### src/rtl/cpu_pkg.sv
// Shared encodings for the multicycle CPU control path: FSM states, opcodes,
// ALU operation codes and datapath mux selects.
package cpu_pkg;

   typedef enum logic [3:0] {
      FETCH  = 4'd0,
      DECODE = 4'd1,
      MEMADR = 4'd2,
      MEMRD  = 4'd3,
      MEMWB  = 4'd4,
      MEMWR  = 4'd5,
      EXEC   = 4'd6,
      ALUWB  = 4'd7,
      ADDIEX = 4'd8,
      ADDIWB = 4'd9,
      BRANCH = 4'd10,
      JUMP   = 4'd11
   } stateT;

   localparam logic [5:0] OP_ADD  = 6'b000000;
   localparam logic [5:0] OP_ADDI = 6'b001000;
   localparam logic [5:0] OP_LW   = 6'b100011;
   localparam logic [5:0] OP_SW   = 6'b101011;
   localparam logic [5:0] OP_BGTZ = 6'b000111;
   localparam logic [5:0] OP_J    = 6'b000010;

   localparam logic [2:0] ALU_ADD  = 3'b111;
   localparam logic [2:0] ALU_GTZ  = 3'b110;
   localparam logic [2:0] ALU_PASS = 3'b101;

   localparam logic [1:0] PCSRC_ALU    = 2'b00;
   localparam logic [1:0] PCSRC_ALUOUT = 2'b01;
   localparam logic [1:0] PCSRC_JUMP   = 2'b10;

   localparam logic [1:0] SRCB_REG   = 2'b00;
   localparam logic [1:0] SRCB_FOUR  = 2'b01;
   localparam logic [1:0] SRCB_IMM   = 2'b10;
   localparam logic [1:0] SRCB_IMMSH = 2'b11;

   function automatic logic isKnownOp(input logic [5:0] opc);
      return opc inside {OP_ADD, OP_ADDI, OP_LW, OP_SW, OP_BGTZ, OP_J};
   endfunction

endpackage

### src/rtl/mc_out_decode.sv
// Combinational state-to-control decode. Write strobes are held low while
// reset is asserted so nothing commits before the state register clears.
module mc_out_decode
   import cpu_pkg::*;
#(
   parameter int OP_W   = 6,
   parameter int ALUC_W = 3
) (
   input  logic              reset,
   input  stateT             state,
   input  logic [OP_W-1:0]   op,
   input  logic              memReady,
   input  logic              gtz,
   output logic              IorD,
   output logic              MemRead,
   output logic              MemWrite,
   output logic              IRWrite,
   output logic              PCWrite,
   output logic              Branch,
   output logic [1:0]        PCSrc,
   output logic              ALUSrcA,
   output logic [1:0]        ALUSrcB,
   output logic [ALUC_W-1:0] ALUControl,
   output logic              RegDst,
   output logic              MemtoReg,
   output logic              RegWrite,
   output logic              illegal
);

   always_comb begin
      // NOTE: every output gets a default before the case so no path leaves one unassigned (no latches).
      IorD       = 1'b0;
      MemRead    = 1'b0;
      MemWrite   = 1'b0;
      IRWrite    = 1'b0;
      PCWrite    = 1'b0;
      Branch     = 1'b0;
      PCSrc      = PCSRC_ALU;
      ALUSrcA    = 1'b0;
      ALUSrcB    = SRCB_REG;
      ALUControl = ALUC_W'(ALU_ADD);
      RegDst     = 1'b0;
      MemtoReg   = 1'b0;
      RegWrite   = 1'b0;
      illegal    = 1'b0;
      case (state)
         FETCH: begin
            MemRead = 1'b1;
            ALUSrcB = SRCB_FOUR;
            IRWrite = memReady;
            PCWrite = memReady;
         end
         DECODE: begin
            ALUSrcB = SRCB_IMMSH;
            illegal = !isKnownOp(6'(op));
         end
         MEMADR: begin
            ALUSrcA = 1'b1;
            ALUSrcB = SRCB_IMM;
         end
         MEMRD: begin
            IorD    = 1'b1;
            MemRead = 1'b1;
         end
         MEMWB: begin
            MemtoReg = 1'b1;
            RegWrite = 1'b1;
         end
         MEMWR: begin
            IorD     = 1'b1;
            MemWrite = memReady;
         end
         EXEC:   ALUSrcA = 1'b1;
         ALUWB: begin
            RegDst   = 1'b1;
            RegWrite = 1'b1;
         end
         ADDIEX: begin
            ALUSrcA = 1'b1;
            ALUSrcB = SRCB_IMM;
         end
         ADDIWB: RegWrite = 1'b1;
         BRANCH: begin
            ALUSrcA    = 1'b1;
            ALUControl = ALUC_W'(ALU_GTZ);
            PCSrc      = PCSRC_ALUOUT;
            Branch     = gtz;
         end
         JUMP: begin
            ALUControl = ALUC_W'(ALU_PASS);
            PCSrc      = PCSRC_JUMP;
            PCWrite    = 1'b1;
         end
         default: ;
      endcase
      // Strobes drop as soon as reset rises, ahead of the synchronous state clear.
      if (reset) begin
         MemWrite = 1'b0;
         RegWrite = 1'b0;
         PCWrite  = 1'b0;
         IRWrite  = 1'b0;
         Branch   = 1'b0;
         illegal  = 1'b0;
      end
   end

endmodule

### src/rtl/multicycle_control.sv
// Multicycle CPU control FSM: state register with next-state logic, plus the
// output decode sub-module.
module multicycle_control
   import cpu_pkg::*;
#(
   parameter int OP_W     = 6,
   parameter int ALUC_W   = 3,
   parameter int MEM_WAIT = 1
) (
   input  logic              clk,
   input  logic              reset,
   input  logic [OP_W-1:0]   op,
   input  logic              mem_ready,
   input  logic              gtz,
   output logic              IorD,
   output logic              MemRead,
   output logic              MemWrite,
   output logic              IRWrite,
   output logic              PCWrite,
   output logic              Branch,
   output logic [1:0]        PCSrc,
   output logic              ALUSrcA,
   output logic [1:0]        ALUSrcB,
   output logic [ALUC_W-1:0] ALUControl,
   output logic              RegDst,
   output logic              MemtoReg,
   output logic              RegWrite,
   output logic              illegal,
   output logic [3:0]        state
);

   stateT      curState;
   logic       memReady;
   logic [5:0] opc;

   // With MEM_WAIT=0 the memory is assumed single-cycle and mem_ready is ignored.
   assign memReady = (MEM_WAIT != 0) ? mem_ready : 1'b1;
   assign opc      = 6'(op);
   assign state    = curState;

   always_ff @(posedge clk) begin
      // NOTE: state registers use non-blocking assignment so every flop samples pre-edge values.
      if (reset) begin
         curState <= FETCH;
      end else begin
         case (curState)
            FETCH:  if (memReady) curState <= DECODE;
            DECODE: begin
               case (opc)
                  OP_ADD:       curState <= EXEC;
                  OP_ADDI:      curState <= ADDIEX;
                  OP_LW, OP_SW: curState <= MEMADR;
                  OP_BGTZ:      curState <= BRANCH;
                  OP_J:         curState <= JUMP;
                  default:      curState <= FETCH;
               endcase
            end
            MEMADR: curState <= (opc == OP_LW) ? MEMRD : MEMWR;
            MEMRD:  if (memReady) curState <= MEMWB;
            MEMWR:  if (memReady) curState <= FETCH;
            EXEC:   curState <= ALUWB;
            ADDIEX: curState <= ADDIWB;
            default: curState <= FETCH;
         endcase
      end
   end

   mc_out_decode #(
      .OP_W   (OP_W),
      .ALUC_W (ALUC_W)
   ) u_decode (
      .reset      (reset),
      .state      (curState),
      .op         (op),
      .memReady   (memReady),
      .gtz        (gtz),
      .IorD       (IorD),
      .MemRead    (MemRead),
      .MemWrite   (MemWrite),
      .IRWrite    (IRWrite),
      .PCWrite    (PCWrite),
      .Branch     (Branch),
      .PCSrc      (PCSrc),
      .ALUSrcA    (ALUSrcA),
      .ALUSrcB    (ALUSrcB),
      .ALUControl (ALUControl),
      .RegDst     (RegDst),
      .MemtoReg   (MemtoReg),
      .RegWrite   (RegWrite),
      .illegal    (illegal)
   );

endmodule

### config.mk
export PLATFORM = sky130hd
export DESIGN_NAME = multicycle_control
export DESIGN_NICKNAME = d
export VERILOG_FILES = /design/src/rtl/cpu_pkg.sv /design/src/rtl/mc_out_decode.sv /design/src/rtl/multicycle_control.sv
export SDC_FILE = /design/constraint.sdc
export NUM_CORES = 1
export LEC_CHECK = 0
export BUFFER_PORTS_ARGS = -buffer_cell sky130_fd_sc_hd__buf_2
export CAP_MARGIN = 30
export CORE_MARGIN = 10
export CORE_UTILIZATION = 30
export CTS_CLUSTER_SIZE = 10
export DETAILED_ROUTE_END_ITERATION = 6
export PLACE_DENSITY = 0.68
export SETUP_SLACK_MARGIN = 0.05
export SYNTH_ARGS = -nofsm -noshare
export SYNTH_HDL_FRONTEND = slang
export SYNTH_SLANG_ARGS = --single-unit
export TNS_END_PERCENT = 20
### constraint.sdc
create_clock -name clk -period 1.9 [get_ports clk]
set_input_delay 0.285 -clock clk [delete_from_list [all_inputs] [get_ports clk]]
set_output_delay 0.285 -clock clk [all_outputs]
set_load 0.02 [all_outputs]
==> After elaboration in Yosys (flattened, before gate mapping) <==
Index checks and enable logic that the tools add are counted.
{ "totals": {"wordCells": 57, "regBits": 4, "input_bits": 10} }
{ "classes": {"eq_ne": 19, "mux": 26, "n_reduce_logical": 11} }
{ "ops": {"columns": ["cell", "n"], "rows": [
  ["$pmux 4 s7", 1],
  ["$pmux 4 s5", 1],
  ["$eq 4x3->1 const B", 4],
  ["$eq 4x4->1 const B", 4],
  ["$mux 1", 16],
  ["$eq 6x6->1 const B", 2],
  ["$mux 4", 3],
  ["$eq 4x2->1 const B", 2],
  ["$pmux 2 s2", 2],
  ["$reduce_or 2->1", 4],
  ["$eq 6x2->1 const B", 1],
  ["$eq 6x3->1 const B", 1],
  ["$eq 6x4->1 const B", 1],
  ["$logic_not 6->1", 1],
  ["$ne 2x2->1 const B", 3],
  ["$pmux 2 s3", 1],
  ["$reduce_bool 6->1", 1],
  ["$eq 4x1->1 const B", 1],
  ["$logic_not 4->1", 1],
  ["$reduce_or 4->1", 1],
  ["$mux 3", 1],
  ["$reduce_and 3->1", 1],
  ["$reduce_or 3->1", 1],
  ["$pmux 1 s2", 1],
  ["$logic_not 1->1", 1]
]} }

==> Depth between registers and ports, before layout <==
Gate-level depths: netlist of the first run.
{ "logic_depth": {"depth_word": 5, "depth_mapped": 5, "mapped_depth_nobuf": 3} }

==> Modules after synthesis <==
Synthesis of the first run repeated with hierarchy kept, for this count alone.
{ "unflattened": {"cells_unflattened": 94, "area_unflattened_um2": 630.6} }
{ "by_module_without_submodules": {"columns": ["mod", "area_each_um2", "n_inst", "cells_per_inst", "seq_area_each_um2"], "rows": [
  ["multicycle_control", 356.6, 1, 50, 80.1],
  ["mc_out_decode", 274.0, 1, 44, 0.0]
]} }

==> Least setup slack after synthesis of the first run <==
No wires, ideal clock.
{ "synth_timing": {"kind": "reg2out", "start": "register curState[2], in the netlist state[2]", "end": "output PCWrite", "path_stages_with_launch": 5, "n_path_buf": 1, "t_arrival_ps": 1724, "path_slack_ps": -109, "cell_sequence": "dfxtp_1 clkbuf_1 nor3_1 nand3b_1 a21oi_1"} }
{ "synth_via": {"elab_chain_cells": 3, "elab_cells_between_ends": 4} }
{ "synth_rtl": {"columns": ["item", "line_no", "text"], "rows": [
  ["start, declared", "multicycle_control.sv:32", "stateT curState;"],
  ["start signal, assigned", "multicycle_control.sv:58", "MEMADR: curState <= (opc == OP_LW) ? MEMRD : MEMWR;"],
  ["$eq 4x4->1 or $logic_not 4->1 (tied branches)", "mc_out_decode.sv:46", "case (state)"],
  ["$pmux 1 s2 *", "mc_out_decode.sv:46", null],
  ["$mux 1 *", "mc_out_decode.sv:97", "if (reset) begin"],
  ["end, declared", "multicycle_control.sv:19", "output logic PCWrite,"]
]} }
Every way passes the cells marked *; elsewhere a longest branch is shown, timed or not.

==> Worst setup path after layout of the first run <==
{ "layout_timing": {"start": "register curState[2], in the netlist state[2]", "end": "output RegWrite"} }
{ "layout_via": {"elab_chain_cells": 4, "elab_cells_between_ends": 6} }
{ "layout_rtl": {"columns": ["item", "line_no", "text"], "rows": [
  ["$eq 4x3->1 or $eq 4x4->1 (tied branches)", "mc_out_decode.sv:46", null],
  ["$reduce_or 3->1 (no line) *", null, null],
  ["$mux 1 *", "mc_out_decode.sv:46", null],
  ["$mux 1 *", "mc_out_decode.sv:97", null],
  ["end, declared", "multicycle_control.sv:27", "output logic RegWrite,"]
]} }
Marked as above.

==> results of run 1 <==
Yosys cell counts (2+ instances only):
library cell  n
nor2_1        6
or3b_1        2
o21a_1        2
nor4_1        3
clkbuf_1      2
nand3_1       4
nand2_1       3
dfxtp_1       4
inv_1         3
o21ai_1       2
nor3_1        2
nand3b_1      4
nor3b_1       5
nor2b_1       5
a21oi_1       3
buf_2         4
xor2_1        2
a2bb2oi_1     2
a211oi_1      4
stage by stage:
stage                     worst slack [ns]  instance area (um^2)  total power [uW]
after global placement               0.194                   790               189
final                                0.151                   816               294
after CTS                            0.116                   813               300
after global routing                0.0404                   816               319
after floorplan                    -0.0512                   614               153
after detailed placement             0.184                   790               192
cell type report:
class                      instances  area, um^2  area share (%)
sequential                         4        83.8            10.3
tap                               27        33.8            4.14
clock buffer                       3        22.5            2.76
multi-input combinational         67         484            59.4
timing repair buffer              34         180            22.1
inverter                           3        11.3            1.38
cells by family (layout without fill, tap and decap cells):
kind of cell	Yosys count	count (layout)
other	1	1
AO/OA/AOI/OAI	21	21
buffers and inverters	11	40
XOR/XNOR	2	2
flip-flops	4	4
AND/OR/NAND/NOR	43	43
path summary, 6_finish.rpt:
| check | startpoint | end | slack (ns) | cells after the start |
|---|---|---|---|---|
| worst max-delay path | state[2]$_SDFFE_PP0P_ | RegWrite | 0.15 | 4 |
| worst min-delay path | reset | state[2]$_SDFFE_PP0P_ | 0.38 | 2 |
| worst max register to register | state[0]$_SDFFE_PP0P_ | state[2]$_SDFFE_PP0P_ | 0.46 | 4 |
| worst min register to register | state[3]$_SDFFE_PP0P_ | state[3]$_SDFFE_PP0P_ | 0.67 | 3 |
timing repair:
item                                    in CTS  in global routing
hold buffers                                 0                  0
resized for setup                            1                  2
endpoints found under the setup margin       1                  3
layer usage:
metal / up-vias / part of all wire [%]
met5: - / 0
met4: 0 / 0
met3: 0 / 4.9
met2: 16 / 52
met1: 325 / 43
li1: 366 / -
power breakdown:
part           switching (uW)  internal [uW]  total, uW
logic                    58.1           41.0       99.0
registers                4.78           86.7       91.5
clock network            33.0           70.5        104
total                    95.8            198        294
layout by cell type, fill, tap and decap left out, drive strengths merged:
cell type and n:
buf 34, nor2 6, nor2b 5, nor3b 5, nand3 4, a211oi 4
nand3b 4, nor4 4, dfxtp 4, inv 3, nand2 3, a21oi 3
clkbuf 3, or3b 3, o21ai 3, xor2 2, a2bb2oi 2, o21a 2
nor3 2, o311a 1, and3 1, or4 1, o21ba 1, and2 1
or2 1, o32ai 1, or4b 1, a31oi 1, a2111oi 1, o221ai 1
and4bb 1, and4b 1, o2bb2ai 1, conb 1
==> out/metrics.cfg, run 1 <==
[critical_path]
startpoint_type = flip-flop
cp_max_fo = 7
critPathBufInv = 1
crit_chain = or3b_1 > a21oi_1 > o21ba_1 > buf_2
cp-end-kind = output pin
path_class = reg -> out
cpPeakStageDelay_ns = 0.43
crit_family = flip-flops
crit_slowest_cell = dfxtp_1
worst_ep_required_time_ns = 1.62
worstPathArrival_ns = 1.46

[sta]
slew_viol_final = 0
tns_ns = 0
layout_min_cycle_time_ns = 1.75
rsz0062_at_grt = true
setup_viol = 0
fmax_ghz = 0.572
period_share_pct = 92.0
finClkSkew_ns = 0.000850
hold_violations = 0
holdWs_ns = 0.375

[yosys]
synth_edf_count = 0
synthDistinctLibCells = 39
synth-simple-area-share_pct = 47.8
synth-compound-area-share_pct = 27.3
async_flop_share_pct = 0
synth_area_per_cell_um2 = 7.43
ys_seq_area_share_pct = 13.1
yosysWarnings = 0
synth_xor_area_share_pct = 2.87
netlist_instances = 82
synth_top_area_share_pct = 13.1
synth_top_family_by_area = simple AND/OR/NAND/NOR gates
synth_ff_type = dfxtp_1
synth_area_leader_cell = dfxtp_1
synth.mux.area_fraction_pct = 0
synth_area_leaders = dfxtp_1, nor3b_1, nor2b_1, a211oi_1, nand3b_1
synth-adder-area-share_pct = 0
synth_seq_cells = 4
syn_area_um2 = 609
synthesis.nets = 92

[power]
irDropWorstVdd_v = 0.000110
powerDensity_mw_per_mm2 = 361
p_leak_uw = 0.000376

[placed_design]
place_congestion = 0.726
io_buffers = 30
hpwl_um = 1550
placed_cells = 135

[cells_and_area]
fin_util_pct = 42.0
largest_reg_flops = 4
fin_nets = 123
layout-drive-gt1-share_pct = 42.3
areaGrowthSynthToFinish_pct = 33.9
fill_cells = 226
n_antenna_cell = 0
final_cells = 138

[route]
route.vias.total = 707
drtIter0Drc = 14
wl_per_cell_um = 14.0
drt_wl_total_um = 1940
viasPerCell = 5.12
drcViolationCount = 0
dr.pass1.iters = 4
detail-route-antenna-nets = 0

[global_route]
grt_pass1_vias = 742
met1_usage_pct = 10.1
grt_max_degree = 20
grt_pass1_wl_um = 3280
top_usage_layer = met2
antenna_found_initial = 0
grt_overflow = 0
track_usage_pct = 9.45
use_met3_pct = 2.75
grt_util_met2_pct = 16.1

[clock_tree]
cts.clk_slew.worst_paths_ns = 0.04
cts_setup_buffers = 0
numCtsBuffers = 3
cts_tree = done
clockBufferDepth = 2
htreeDepth = 1
cts.sinks = 4
root_buffer = clkbuf_4
clkLatencyLatePin_ns = 0.23

[floorplanning]
core_area_mm2 = 0.00194
std_cell_rows = 16
start_util_pct = 31.4
die_area_mm2 = 0.00423
ios = 32
die_x_um = 65.1
die-height_um = 65.1

[hold_path]
min_path_type = in -> reg

[run_status]
status = finished clean

[run]
drv_cap = 0

Note: power is estimated with default switching activity, not from simulation.
==> run 2, diff against run 1 <==
--- a/config.mk
+++ b/config.mk
@@ -7,11 +7,9 @@
 export LEC_CHECK = 0
 export BUFFER_PORTS_ARGS = -buffer_cell sky130_fd_sc_hd__buf_2
 export CAP_MARGIN = 30
-export CORE_MARGIN = 10
 export CORE_UTILIZATION = 30
 export CTS_CLUSTER_SIZE = 10
 export DETAILED_ROUTE_END_ITERATION = 6
-export PLACE_DENSITY = 0.68
 export SETUP_SLACK_MARGIN = 0.05
 export SYNTH_ARGS = -nofsm -noshare
 export SYNTH_HDL_FRONTEND = slang
==> run 2 against run 1 <==
Sequential cell count unchanged; non-clock buffer count is 1 lower; sequential share of layout area barely moved; wire length shrank 16%; critical path depth grew 1; sequential power is essentially flat; design area rose by 0.31%; clock power hardly changed; largest power group unchanged.
==> out/metrics.cfg, run 2 (synthesis results as in run 1) <==
[route]
drt_wl_total_um = 1640  ; -16%
detail-route-antenna-nets = 0  ; unchanged
wl_per_cell_um = 12.1  ; -14%
route.vias.total = 692  ; -2.1%
dr.pass1.iters = 3  ; -1
drtIter0Drc = 14  ; unchanged
drcViolationCount = 0  ; unchanged
viasPerCell = 5.13  ; about the same

[sta]
period_share_pct = 91.4  ; -0.59 points
tns_ns = 0  ; unchanged
slew_viol_final = 0  ; unchanged
rsz0062_at_grt = true
fmax_ghz = 0.576  ; +0.65%
setup_viol = 0  ; unchanged
hold_violations = 0  ; unchanged
fin_ws_ns = 0.163  ; +0.0113 ns
layout_min_cycle_time_ns = 1.74  ; -0.0113 ns
finClkSkew_ns = 0.00167  ; +0.000823 ns

[critical_path]
worstPathArrival_ns = 1.45  ; about the same
worst_ep_required_time_ns = 1.62  ; about the same
path_class = reg -> out
cp-end-kind = output pin
rr_worst_depth = 4  ; unchanged
cp_max_fo = 11  ; +4
startpoint_type = flip-flop

[cells_and_area]
fill_cells = 207  ; -8.4%
areaGrowthSynthToFinish_pct = 34.3
final_common_cell = buf_2
largest_reg_flops = 4  ; unchanged
fin_util_pct = 44.9  ; +2.9 points
layout-drive-gt1-share_pct = 44.5  ; +2.2 points
fin_nets = 122  ; -0.81%
layout_common_cells = buf_2, nor2_1
n_antenna_cell = 0  ; unchanged

[global_route]
track_usage_pct = 16.0  ; +6.5 points
antenna_found_initial = 0  ; unchanged
grt_pass1_vias = 564  ; -24%
grt_overflow = 0  ; unchanged
grt_max_degree = 20  ; unchanged
grt_pass1_wl_um = 2540  ; -23%

[hold_path]
min_path_type = in -> reg
hold_depth = 2  ; unchanged

[clock_tree]
cts_tree = done
clkLatencyLatePin_ns = 0.23  ; about the same
clockBufferDepth = 2  ; unchanged
post_cts_resized = 3  ; +2
cts_setup_buffers = 0  ; unchanged
postCtsHoldBufs = 0  ; unchanged
cts.sinks = 4  ; unchanged
numCtsBuffers = 3  ; unchanged
cts.clk_slew.worst_paths_ns = 0.04  ; about the same
htreeDepth = 1  ; unchanged
root_buffer = clkbuf_4

[run]
drv_cap = 0  ; unchanged

[placed_design]
io_buffers = 30  ; unchanged
place_congestion = 0.746  ; +2.8%
dp_slack_ns = 0.167  ; -0.0170 ns
hpwl_um = 1230  ; -21%

[floorplanning]
start_util_pct = 33.5  ; +2.1 points
std_cell_rows = 15  ; -1
die_x_um = 47.1  ; -28%
core_area_mm2 = 0.00182  ; -6.2%
ios = 32  ; unchanged
die-height_um = 47.1  ; -28%
die_area_mm2 = 0.00222  ; -48%

[power]
p_leak_uw = 0.000375  ; -0.33%
powerDensity_mw_per_mm2 = 358  ; -0.65%
irDropWorstVdd_v = 0.000385  ; +250%

[run_status]
status = finished clean

run 2: cell count changes in the layout (fill, tap and decap cells not counted):
cell	change
buf_4	-1
nor2b_1	-1
nor2b_2	+1
nor3_1	-1
nor3_2	+1
nor3b_1	-1
nor3b_2	+1
run 2: path summary, 6_finish.rpt:
path | from | endpoint | slack, ns
setup / recovery | state[0]$_SDFFE_PP0P_ | Branch | 0.16
hold / removal | reset | state[2]$_SDFFE_PP0P_ | 0.40
setup reg to reg | state[0]$_SDFFE_PP0P_ | state[2]$_SDFFE_PP0P_ | 0.42
hold reg to reg | state[3]$_SDFFE_PP0P_ | state[2]$_SDFFE_PP0P_ | 0.55
run 2: routing by layer:
| metal | share of wire [%] | GRT usage, % |
|---|---|---|
| met5 | 0 | 0 |
| met4 | 0 | 1.71 |
| met3 | 4.0 | 5.77 |
| met2 | 48 | 25.6 |
| met1 | 48 | 21.4 |
run 2: where the power goes:
group	internal [uW]	switching, uW
clock network	70.6	34.0
registers	86.7	4.93
logic	39.7	57.1
run 2: layout make-up:
type                            instances  area (um^2)  share of cell area, %
Multi-Input combinational cell         67          497                   60.7
Sequential cell                         4         83.8                   10.2
Inverter                                3         11.3                   1.38
Timing Repair Buffer                   33          173                   21.1
Clock buffer                            3         22.5                   2.75
Tap cell                               25         31.3                   3.82
run 2: metrics by stage:
step	hold slack, ns	total power, uW	cells	instance area [um^2]
floorplan	0.473	153	82	614
global placement	0.624	187	132	779
detailed placement	0.627	189	132	779
CTS	0.377	299	135	807
global route	0.415	316	135	818
finish	0.398	293	135	818
run 2: critical path, cell delays in order (launching register included):
cell     delay [ns]
dfxtp_2        0.36
buf_4          0.18
nor2b_2        0.15
nand3_1        0.13
nor3b_2        0.21
buf_2          0.19
==> run 3, diff against run 2 <==
--- a/config.mk
+++ b/config.mk
@@ -10,6 +10,7 @@
 export CORE_UTILIZATION = 30
 export CTS_CLUSTER_SIZE = 10
 export DETAILED_ROUTE_END_ITERATION = 6
+export RECOVER_POWER = 25
 export SETUP_SLACK_MARGIN = 0.05
 export SYNTH_ARGS = -nofsm -noshare
 export SYNTH_HDL_FRONTEND = slang
==> run 3 against run 2 <==
Combinational power about the same; via count increased by 0.58%; non-clock buffer count unchanged; fmax about the same; first-iteration DRC count decreased by 21%; sequential share of layout area about the same; worst setup slack about the same; utilization decreased by 0.069 points; critical path type unchanged; critical endpoint unchanged; highest routed layer unchanged.
==> out/metrics.cfg, run 3 (synthesis results as in run 1) <==
[run_status]
status = finished clean

[sta]
rsz0062_at_grt = true
hold_violations = 0  ; unchanged
fmax_ghz = 0.576  ; about the same
fin_ws_ns = 0.163  ; -0.0000170 ns
slew_viol_final = 0  ; unchanged
tns_ns = 0  ; unchanged
period_share_pct = 91.4  ; about the same
finClkSkew_ns = 0.00167  ; unchanged
setup_viol = 0  ; unchanged
layout_min_cycle_time_ns = 1.74  ; +0.0000170 ns

[cells_and_area]
final_common_cell = buf_2
fin_util_pct = 44.9  ; -0.069 points
areaGrowthSynthToFinish_pct = 34.1
layout-drive-gt1-share_pct = 43.6  ; -0.91 points
largest_reg_flops = 4  ; unchanged
final_cells = 135  ; unchanged
n_antenna_cell = 0  ; unchanged
fin_nets = 122  ; unchanged
layout_common_cells = buf_2, nor2_1

[clock_tree]
cts_tree = done
cts.clk_slew.worst_paths_ns = 0.04  ; about the same
cts.sinks = 4  ; unchanged
clkLatencyLatePin_ns = 0.23  ; about the same
numCtsBuffers = 3  ; unchanged
clockBufferDepth = 2  ; unchanged
postCtsHoldBufs = 0  ; unchanged
htreeDepth = 1  ; unchanged
post_cts_resized = 3  ; unchanged
cts_setup_buffers = 0  ; unchanged
root_buffer = clkbuf_4

[floorplanning]
start_util_pct = 33.5  ; unchanged
std_cell_rows = 15  ; unchanged
ios = 32  ; unchanged
core_area_mm2 = 0.00182  ; unchanged
die_x_um = 47.1  ; unchanged
die_area_mm2 = 0.00222  ; unchanged
die-height_um = 47.1  ; unchanged

[power]
powerDensity_mw_per_mm2 = 359  ; +0.11%
irDropWorstVdd_v = 0.000385  ; about the same
total_power_uw = 293  ; about the same
p_leak_uw = 0.000371  ; -1.1%

[critical_path]
worstSetupEndpoint = Branch
r2r-start = state[0]$_SDFFE_PP0P_
cp-end-kind = output pin
worstPathArrival_ns = 1.45  ; about the same
rr_worst_depth = 4  ; unchanged
rr_endpoint = state[2]$_SDFFE_PP0P_
path_class = reg -> out
startpoint_type = flip-flop
startpoint = state[0]$_SDFFE_PP0P_
worst_ep_required_time_ns = 1.62  ; about the same
worst-r2r-setup-slack_ns = 0.42  ; about the same
cp_max_fo = 11  ; unchanged

[route]
drt_wl_total_um = 1640  ; about the same
viasPerCell = 5.16  ; +0.58%
wl_per_cell_um = 12.1  ; about the same
drcViolationCount = 0  ; unchanged
drtIter0Drc = 11  ; -3
route.vias.total = 696  ; +0.58%
dr.pass1.iters = 4  ; +1
detail-route-antenna-nets = 0  ; unchanged

[hold_path]
hold_depth = 2  ; unchanged
min_path_type = in -> reg

[global_route]
grt_max_degree = 20  ; unchanged
track_usage_pct = 16.0  ; unchanged
antenna_found_initial = 0  ; unchanged
grt_overflow = 0  ; unchanged
grt_pass1_wl_um = 2540  ; unchanged
grt_pass1_vias = 564  ; unchanged

[placed_design]
hpwl_um = 1230  ; unchanged
place_congestion = 0.746  ; unchanged
io_buffers = 30  ; unchanged
placed_cells = 132  ; unchanged
dp_slack_ns = 0.167  ; unchanged

[run]
drv_cap = 0  ; unchanged

[run 3: changes by cell type in the layout (fill, tap and decap cells not counted), sizes merged]
cell	delta
buf	-1
clkbuf	+1
[run 3: worst min-delay path by stage]
stage	from	endpoint
2_1_floorplan	op[4]	state[1]$_SDFFE_PP0P_
3_3_place_gp	reset	state[2]$_SDFFE_PP0P_
3_5_place_dp	reset	state[2]$_SDFFE_PP0P_
4_1_cts	reset	state[2]$_SDFFE_PP0P_
5_1_grt	reset	state[2]$_SDFFE_PP0P_
6_report	reset	state[2]$_SDFFE_PP0P_
[run 3: where the power goes]
part           internal, uW  switching (uW)  total, uW
Sequential             86.7            4.94       91.7
Clock                  70.6            34.0        105
Combinational          39.7            57.0       96.7
[run 3: critical path: stages (launching register included)]
cell     delay [ns]
dfxtp_2        0.36
buf_4          0.18
nor2b_2        0.15
nand3_1        0.13
nor3b_2        0.21
buf_2          0.19
[run 3: final cells by class]
type / count / area, um^2
fill: 208 / 1000
clock buffer: 3 / 22.5
tap: 25 / 31.3
timing repair buffer: 33 / 171
inverter: 3 / 11.3
sequential: 4 / 83.8
multi-input combinational: 67 / 497
[run 3: through the flow]
stage          instance area (um^2)  hold WS [ns]
6_report                        817         0.399
3_3_place_gp                    779         0.624
2_1_floorplan                   614         0.473
4_1_cts                         807         0.377
5_1_grt                         817         0.415
3_5_place_dp                    779         0.627
[run 3: routing by layer]
layer	vias to the layer above	GRT usage (%)	wire, um
li1	364	-	-
met1	306	21.4	776
met2	26	25.6	778
met3	0	5.77	81
met4	0	1.71	0
met5	-	0	0
